$ cat src/rtl/iir_sample_sequencer_if.sv
// rtl/iir_sample_sequencer_if.sv - sample-in / result-out stream bundle for the IIR sample sequencer
interface iir_sample_sequencer_if #(
  parameter int INPUT_WIDTH  = 13,
  parameter int OUTPUT_WIDTH = 38
);
  logic                    s_valid;
  logic                    s_ready;
  logic [INPUT_WIDTH-1:0]  s_data;
  logic                    m_valid;
  logic                    m_ready;
  logic [OUTPUT_WIDTH-1:0] m_data;

  modport master (
    output s_valid, s_data, m_ready,
    input  s_ready, m_valid, m_data
  );

  modport slave (
    input  s_valid, s_data, m_ready,
    output s_ready, m_valid, m_data
  );
endinterface

$ cat src/rtl/iir_sample_sequencer.sv
// rtl/iir_sample_sequencer.sv - paces iir_clken steps per sample, tags real samples, drains via zero-sample flush
module iir_sample_sequencer #(
  parameter int INPUT_WIDTH  = 13,
  parameter int OUTPUT_WIDTH = 38,
  parameter int LATENCY      = 3,
  parameter int MIN_GAP      = 1
) (
  input  logic                    clk,
  input  logic                    reset,
  iir_sample_sequencer_if.slave   strm,
  input  logic                    flush_req,
  output logic                    iir_clken,
  output logic [INPUT_WIDTH-1:0]  iir_x,
  input  logic [OUTPUT_WIDTH-1:0] iir_result,
  output logic                    busy
);
  localparam int GAP_W = (MIN_GAP > 1) ? $clog2(MIN_GAP) : 1;
  localparam logic [GAP_W-1:0] GAP_RELOAD = GAP_W'(MIN_GAP - 1);

  typedef enum logic {ST_RUN, ST_FLUSH} state_t;

  state_t             state_q, state_d;
  logic [LATENCY-1:0] tag_q, tag_d;
  logic               taken_q, taken_d;
  logic [GAP_W-1:0]   gap_q, gap_d;

  logic flush_active;
  logic m_valid_int;
  logic stall;
  logic can_step;
  logic step;

  always_ff @(posedge clk) begin
    if (reset) begin
      state_q <= ST_RUN;
      tag_q   <= '0;
      taken_q <= 1'b0;
      gap_q   <= '0;
    end else begin
      state_q <= state_d;
      tag_q   <= tag_d;
      taken_q <= taken_d;
      gap_q   <= gap_d;
    end
  end

  always_comb begin
    flush_active = (state_q == ST_FLUSH);
    m_valid_int  = ~reset & tag_q[LATENCY-1] & ~taken_q;
    // Holding the filter still under backpressure keeps m_data stable.
    stall        = m_valid_int & ~strm.m_ready;
    can_step     = ~reset & (gap_q == '0) & ~stall;
    step         = can_step & (strm.s_valid | flush_active);

    state_d = state_q;
    tag_d   = tag_q;
    taken_d = taken_q;
    gap_d   = gap_q;

    if (step) begin
      tag_d   = {tag_q[LATENCY-2:0], ~flush_active};
      taken_d = 1'b0;
      gap_d   = GAP_RELOAD;
    end else begin
      if (gap_q != '0) gap_d = gap_q - GAP_W'(1);
      if (m_valid_int & strm.m_ready) taken_d = 1'b1;
    end

    // Flush decisions look at the tags as they will be after this cycle's step.
    case (state_q)
      ST_RUN:   if (flush_req && (tag_d[LATENCY-2:0] != '0)) state_d = ST_FLUSH;
      ST_FLUSH: if (tag_d[LATENCY-2:0] == '0) state_d = ST_RUN;
      default:  state_d = ST_RUN;
    endcase
  end

  assign strm.s_ready = can_step & ~flush_active;
  assign strm.m_valid = m_valid_int;
  assign strm.m_data  = iir_result;
  assign iir_clken    = step;
  assign iir_x        = flush_active ? '0 : strm.s_data;
  // A taken final result no longer counts as in flight.
  assign busy         = ~reset & (flush_active | (|tag_q[LATENCY-2:0]) | m_valid_int);
endmodule
$ cat src/flat_wrapper.sv
// flat-port wrapper written by rule: the top's interface ports become plain ports
module iir_sample_sequencer_flat 
#(
  parameter int INPUT_WIDTH  = 13,
  parameter int OUTPUT_WIDTH = 38,
  parameter int LATENCY      = 3,
  parameter int MIN_GAP      = 1
)
  (clk, reset, flush_req, iir_clken, iir_x, iir_result, busy, strm_s_valid, strm_s_data, strm_m_ready, strm_s_ready, strm_m_valid, strm_m_data);
  iir_sample_sequencer_if #(.INPUT_WIDTH(INPUT_WIDTH), .OUTPUT_WIDTH(OUTPUT_WIDTH)) strm_i ();
  input  logic clk;
  input  logic reset;
  input  logic flush_req;
  output logic iir_clken;
  output logic [INPUT_WIDTH-1:0] iir_x;
  input  logic [OUTPUT_WIDTH-1:0] iir_result;
  output logic busy;
  input wire logic [$bits(strm_i.s_valid)-1:0] strm_s_valid;
  input wire logic [$bits(strm_i.s_data)-1:0] strm_s_data;
  input wire logic [$bits(strm_i.m_ready)-1:0] strm_m_ready;
  output wire logic [$bits(strm_i.s_ready)-1:0] strm_s_ready;
  output wire logic [$bits(strm_i.m_valid)-1:0] strm_m_valid;
  output wire logic [$bits(strm_i.m_data)-1:0] strm_m_data;
  assign strm_i.s_valid = strm_s_valid;
  assign strm_i.s_data = strm_s_data;
  assign strm_i.m_ready = strm_m_ready;
  assign strm_s_ready = strm_i.s_ready;
  assign strm_m_valid = strm_i.m_valid;
  assign strm_m_data = strm_i.m_data;
  iir_sample_sequencer #(.INPUT_WIDTH(INPUT_WIDTH), .OUTPUT_WIDTH(OUTPUT_WIDTH), .LATENCY(LATENCY), .MIN_GAP(MIN_GAP)) u_core (.clk(clk), .reset(reset), .strm(strm_i), .flush_req(flush_req), .iir_clken(iir_clken), .iir_x(iir_x), .iir_result(iir_result), .busy(busy));
endmodule
$ cat config.mk
export PLATFORM = sky130hd
export DESIGN_NAME = iir_sample_sequencer_flat
export DESIGN_NICKNAME = d
export VERILOG_FILES = /design/src/rtl/iir_sample_sequencer_if.sv /design/src/rtl/iir_sample_sequencer.sv /design/src/flat_wrapper.sv
export SDC_FILE = /design/constraint.sdc
export NUM_CORES = 1
export LEC_CHECK = 0
export ABC_AREA = 1
export CAP_MARGIN = 20
export CORE_ASPECT_RATIO = 1.4
export CORE_MARGIN = 2
export CORE_UTILIZATION = 23
export CTS_BUF_LIST = sky130_fd_sc_hd__clkbuf_8
export CTS_CLUSTER_SIZE = 20
export DETAILED_ROUTE_END_ITERATION = 10
export GPL_TIMING_DRIVEN = 0
export PLACE_DENSITY = 0.83
export SLEW_MARGIN = 25
export SYNTH_ARGS = -nofsm -noshare
export SYNTH_HDL_FRONTEND = slang
export SYNTH_SLANG_ARGS = --single-unit
$ cat constraint.sdc
create_clock -name clk -period 1.5 [get_ports clk]
set_clock_uncertainty 0.15 [all_clocks]
set_input_delay 0.3 -clock clk [delete_from_list [all_inputs] [get_ports clk]]
set_output_delay 0.3 -clock clk [all_outputs]
set_load 0.01 [all_outputs]
=== Word level (Yosys, flattened, before mapping) ===
Index checks and enable logic that the tools add are counted.

* Register bits: 6
* Bits in latches: 0
* Bits in writable memories: 0
* ROM bits: 0
* Bits of input ports: 56
* Output and inout port bits: 55
* Word-level logic and storage cells: 35
* Memories: 0

* $add $sub $neg: 1
* $mul: 0
* Divide/modulo/power cells: 0
* $lt $le $gt $ge: 0
* Equal/unequal tests: 0
* Shift operators: 0
* Muxes and demuxes: 5
* Bitwise gates (word level): 18
* Reductions and logical operators: 6

{| class="wikitable"
|+ Operators with widths
! kind !! count
|-
| 2-to-1 mux 13 bit || 1
|-
| AND 1 bit || 9
|-
| NOT 1 bit || 6
|-
| OR reduction 2 bit || 2
|-
| OR 1 bit || 3
|-
| OR reduction 3 bit || 1
|-
| logical NOT 2 bit || 1
|-
| 2-to-1 mux 1 bit || 2
|-
| 2-to-1 mux 2 bit || 1
|-
| case mux 1 bit (2 select lines) || 1
|-
| nonzero test 2 bit || 1
|-
| logical AND 1 bit || 1
|-
| subtractor 1 bit, second input constant || 1
|}

=== Longest topological paths before layout ===
Gate-level depths: netlist of the first run.

* Depth in word-level cells: 12
* Gate-level depth with buffers: 8
* Gate-level depth less buffers: 8

=== Least setup slack after synthesis of the first run ===
No wires, ideal clock.

* Path kind: register to output
* Start point: register u_core.state_q (netlist: u_core.flush_active)
* End point: output port iir_clken
* Data arrival time: 0.833 ns
* Required time: 1.050 ns
* Slack: 0.217 ns
* Stages on the path, launching flop included: 5
* Path buffers: 1
* Path through: dfxtp_1 > buf_6 > or2_4 > nand3_2 > inv_1

* Cells in the longest elaborated chain, start to end: 2

{| class="wikitable"
|+ Ends and longest elaborated chain
! item !! RTL line !! RTL
|-
| start: declaration || iir_sample_sequencer.sv:22 || <nowiki>state_t state_q, state_d;</nowiki>
|-
| start signal: assignment || iir_sample_sequencer.sv:40 || <nowiki>state_q <= state_d;</nowiki>
|-
| OR 1 bit || iir_sample_sequencer.sv:53 || <nowiki>step = can_step & (strm.s_valid | flush_active);</nowiki>
|-
| AND 1 bit || iir_sample_sequencer.sv:53 ||
|-
| end: declaration || flat_wrapper.sv:14 || <nowiki>output logic iir_clken;</nowiki>
|}

No other way between the ends.

=== Worst setup path in the final report of the first run ===
Same ends and word-level chain as after synthesis.

==> metrics.csv, run 1 <==
metric,value,unit
Async SR Flop Fraction,0,%
P_sw,236.0,uW
Post-Synth Adder-Cell Area,0,%
Switching Share,28.41,%
period utilization,101.1,%
post-synthesis mux area share,0,%
Worst Path Required,1.05,ns
min Tclk post-route,1.517,ns
first-pass GRT wire length,3.332,mm
final setup TNS,-0.01691,ns
Routability Congestion,0.7479,
I/O pin total,111,
worst r2r src,u_core.flush_active,
Synth top cells by count,"38 x buf_4, 24 x inv_1, 16 x nor2_1",
Hold Crit Start,u_core.tag_q[2],
Peak VDD IR,507.1,uV
Crit path largest cell delay,0.35,ns
Compound-Gate Fraction of Synth Area,4.122,%
outcome,"complete, but fails checks",
Comb pwr share,49.0,%
dpl cell area,1465,sq um
cts bufs inserted,3,
H-tree lvl count,1,
Hold Crit Class,register to register,
top_reg_cell synth,dfxtp_1,
"Reg clk slew, reported paths",0.04,ns
Die ar.,3499,sq um
clock tree sinks,6,
Post-Route WL,2.257,mm
Core ar.,2878,sq um
sequential share of the synthesized area,17.20,%
critical path buffer and inverter count,2,
Post-Synthesis Cells,108,
hold_ws,0.3438,ns
Port Buffer Count,72,
Final Setup Violations,1,
final net count,245,
Internal,594.7,uW
crit-path cells,or2_4 > nand3_4 > inv_2 > buf_6,
GRT Total Usage,12.28,%
final hold vios,0,
clk_lat worst skew,0.23,ns
vias per cell,3.804,
Clk pwr share,29.4,%
number of flops mapped to enable cells by yosys,0,
main combinational cell family by area after synthesis,buffers and inverters,
fmax,659.2,MHz
LEAKAGE,0.0008206,uW
initial antenna violation count,0,
Clock Tree Buf Depth,2,
CP Class,register to output port,
Worst Path Max Fanout,5,
Routed Antenna Nets,0,
post-synthesis cell area,698.2,sq um
drt drc,0,
Starting Density,24.26,%
crit path from,u_core.flush_active,
Post-Synth Simple-Gate Area,21.68,%
row cnt,23,
Crit path arrival time,1.07,ns
post-synth top area cell,buf_4,
drt first-iter violations,7,
Sequential Power Share,21.6,%
violated checks,negative setup slack,
syn_area_per_cell,6.465,sq um
root buffer cell,clkbuf_8,
post-synth cell types,20,
pre-CTS setup slack,-0.7882,ns
P per Cell Area,552.4,nW/um^2
share of post-route cells with drive strength above 1,43.85,%
post-synthesis register bit count,6,
Slowest cell on crit path,dfxtp_4,
Via Count,852,
unrepaired setup endpoints after global routing,yes,
post-route setup slack,-0.01691,ns
most frequent cell after synthesis,buf_4,
"delay-heaviest family, CP",flip-flops,
Max Transition Viols Final,0,
max-cap check violation count,0,
largest net degree at the start of global routing,11,
vias in the first global route,759,
Synth Area in XOR/XNOR,0,%
Syn Nets,164,
TritonRoute pass-1 iters,4,
total gr overflow,0,
y dimension of the die,69.19,microns
CTS tree,built,
Synth top area share,40.86,%
Critical Path End Type,output port,
crit start category,register,
Antenna Cells,0,
chip width,50.57,microns
Synth-to-Final Area Change,115.4,%
Yosys warnings,0,
Wirelength per Cell,10.08,microns
Final HPWL DP,1.886,mm
Area contributors post-synth,"buf_4 41%, dfxtp_1 17%, inv_1 13%",
fin area,1504,sq um
area by class of cell:
cell class	count	area [sq um]
Timing Repair Buffer	77	676.9
Tap cell	37	46.29
Sequential cell	6	125.1
Clock buffer	3	41.29
Buffer	39	299.0
Multi-Input combinational cell	37	221.5
Fill cell	292	1374
Inverter	25	93.84
layer usage:
layer	wire length [microns]	global-route usage, %
met1	652	10.71
met2	1138	23.25
met3	430	5.172
met4	35	5.405
met5	0	0
sequential cells by signal (all words and copies together) (netlist names):
name,cells
u_core.tag_q,3
u_core.flush_active,1
u_core.gap_q,1
u_core.taken_q,1
cell usage in the layout, fill, tap and decap left out, drive strengths merged:
cell           count
nand3              5
dlygate4sd2        2
nor2              17
a21oi              2
or2                1
dlymetal6s2s       3
clkinv             1
buf               61
nand4              1
dfxtp              6
o21ai              3
nor3               1
nand2              6
conb               1
clkdlybuf4s50     49
clkbuf             4
inv               24
timing repair:
| action | 4_1_cts | 5_1_grt |
|---|---|---|
| setup buffers | 3 | 1 |
| resized for setup | 91 | 7 |
| endpoints found under the setup margin | 18 | 13 |
| hold buffers | 0 | 0 |
| pin swaps | 5 | 7 |
| cloned | 1 | 0 |
power groups by stage:
stage	Clock [uW]	Combinational (uW)	Sequential [uW]
2_1_floorplan	0	196	176
4_1_cts	254	420	177
3_3_place_gp	0	428	176
5_1_grt	262	439	181
6_report	244	407	179
3_5_place_dp	0	433	176
path summary, 6_finish.rpt:
kind / to / slack (ns) / cells past startpoint
min: u_core.tag_q[2] / 0.34 / 2
max reg2reg: u_core.flush_active / 0.13 / 7
max: iir_clken / -0.02 / 4
min reg2reg: u_core.tag_q[2] / 0.34 / 2
stage by stage:
stage	instances	power [uW]	utilization, %
5_1_grt	224	881.6	52.26
3_5_place_dp	217	609.4	50.91
2_1_floorplan	108	371.7	-
3_3_place_gp	217	604.4	50.91
4_1_cts	224	850.4	52.26
6_report	224	830.7	52.26
worst min-delay path, delay by kind of cell (launching register included):
kind / cells / cell delay [ns]
AO/OA/AOI/OAI: 1 / 0.07
buffers and inverters: 1 / 0.07
flip-flops: 1 / 0.30
cell families after synthesis:
| group | after synthesis |
|---|---|
| AOI/OAI and AO/OA | 5 |
| DFF | 6 |
| and+or+nand+nor | 31 |
| buffers and inverters | 65 |
| other | 1 |
No activity file was read; power rests on OpenSTA's default activity.
==> run 2, diff against run 1 <==
Settings changed: CORE_UTILIZATION 23 to 30, DONT_BUFFER_PORTS from default to 1, PLACE_DENSITY 0.83 to 0.44.
==> metrics.csv, run 2 (same netlist as run 1, synthesis figures left out) <==
metric,value,unit
outcome,"complete, no violations",
Crit path arrival time,1.03,ns
final hold vios,0,
flop2flop setup slack,0.08,ns
"Power, Total",671.0,uW
drt drc,0,
Peak VDD IR,365.9,uV
Synth-to-Final Area Change,27.60,%
crit path from,u_core.flush_active,
Highest Signal Layer,met4,
I/O pin total,111,
R2R cell count,8,
Sequential Power Share,26.0,%
Wirelength per Cell,9.993,microns
final setup TNS,0,ns
CP Class,register to output port,
Internal,462.6,uW
dpl cell area,725.7,sq um
Final Setup Violations,0,
Clock Tree Buf Depth,2,
H-tree lvl count,1,
Hold Crit Depth,2,
y dimension of the die,61.08,microns
Switching Share,31.07,%
vias per cell,4.438,
Post-Route WL,1.369,mm
first-pass GRT wire length,1.511,mm
met3 WL,233,microns
Finished Layout Cells,137,
period utilization,98.46,%
Routability Congestion,0.6810,
number of hold buffers added after cts,0,
crit start category,register,
Metal-1 WL,358,microns
unrepaired setup endpoints after global routing,yes,
min Tclk post-route,1.477,ns
met2 routed WL,763,microns
Max Transition Viols Final,0,
drt first-iter violations,11,
Top reg by flops,u_core.tag_q,
Routed Antenna Nets,0,
utilization after layout,40.92,%
largest net degree at the start of global routing,11,
cts bufs inserted,3,
most frequent cells in the layout,"43 x buf_4, 23 x inv_1, 10 x nor2_4",
clk_lat worst skew,0.22,ns
Slowest cell on crit path,dfxtp_1,
Final HPWL DP,1.169,mm
crit-path cells,buf_6 > or2_4 > nand3_4 > inv_4,
Clk pwr share,35.3,%
Antenna Cells,0,
max-cap check violation count,0,
crit path to,iir_clken,
"leading cell type in the layout, fill and taps excluded",buf_4,
worst r2r src,u_core.flush_active,
Port Buffer Count,0,
P per Cell Area,753.3,nW/um^2
"Reg clk slew, reported paths",0.03,ns
total gr overflow,0,
Worst Path Max Fanout,5,
LEAKAGE,0.0005116,uW
share of post-route cells with drive strength above 1,58.26,%
Hold Crit Class,input pin to register,
Worst Path Required,1.05,ns
final net count,173,
vias in the first global route,398,
chip width,44.77,microns
Largest register FFs,3,
P_sw,208.5,uW
reg2reg end,u_core.flush_active,
Critical Path End Type,output port,
Core ar.,2177,sq um
GRT Total Usage,7.540,%
fmax,677.1,MHz
CTS tree,built,
Crit path largest cell delay,0.29,ns
fin area,890.9,sq um
Starting Density,32.07,%
row cnt,20,
root buffer cell,clkbuf_8,
Die ar.,2735,sq um
placed cells,130,
TritonRoute pass-1 iters,4,
initial antenna violation count,0,
clock tree sinks,6,
Comb pwr share,38.7,%
Via Count,608,
-- run 2: worst min path at each step --
stage,from,end,slack [ns]
final,flush_req,u_core.flush_active,0.07
after global routing,flush_req,u_core.flush_active,0.08
after CTS,flush_req,u_core.flush_active,0.07
after detailed placement,flush_req,u_core.flush_active,0.31
after global placement,flush_req,u_core.flush_active,0.30
after floorplan,flush_req,u_core.flush_active,0.29
-- run 2: critical path: cells and delay by family (launching register included) --
| family | cells | cell delay (ns) |
|---|---|---|
| buf+inv | 2 | 0.16 |
| simple gates | 2 | 0.36 |
| flops | 1 | 0.29 |
-- run 2: what timing repair did --
action	in CTS	in global routing
hold endpoints to repair	0	0
buffers inserted	1	3
pin swaps	1	1
gates resized for setup	5	25
setup endpoints to repair	12	11
-- run 2: cell type report --
| class | instances | area (sq um) |
|---|---|---|
| Multi-Input combinational cell | 37 | 271.5 |
| Buffer | 40 | 304.0 |
| Sequential cell | 6 | 120.1 |
| Inverter | 25 | 96.34 |
| Tap cell | 22 | 27.53 |
| Fill cell | 219 | 1286 |
| Timing Repair Buffer | 4 | 30.03 |
| Clock buffer | 3 | 41.29 |
-- run 2: power by group through the flow --
stage | clock [uW] | combinational [uW] | sequential [uW]
after global routing | 251 | 280 | 175
final | 237 | 260 | 174
after floorplan | 0 | 196 | 176
after global placement | 0 | 215 | 177
after detailed placement | 0 | 215 | 176
after CTS | 244 | 221 | 174
-- run 2: metrics by stage --
step | setup slack (ns) | hold WS [ns]
floorplan | 0.2165 | 0.2891
global placement | 0.1672 | 0.2979
detailed placement | 0.1597 | 0.3081
CTS | -0.0006023 | 0.07182
global route | -0.005664 | 0.08174
finish | 0.02309 | 0.07197
-- run 2: per-layer routing --
metal	vias to the layer above	track usage [%]
li1	285	-
met1	260	6.261
met2	61	15.11
met3	2	1.760
met4	0	5.042
met5	-	0
==> run 3, diff against run 2 <==
Settings changed: SKIP_LAST_GASP from default to 1.
==> results of run 3 <==
Final layout, timing and power as in run 2 (identical DEF).
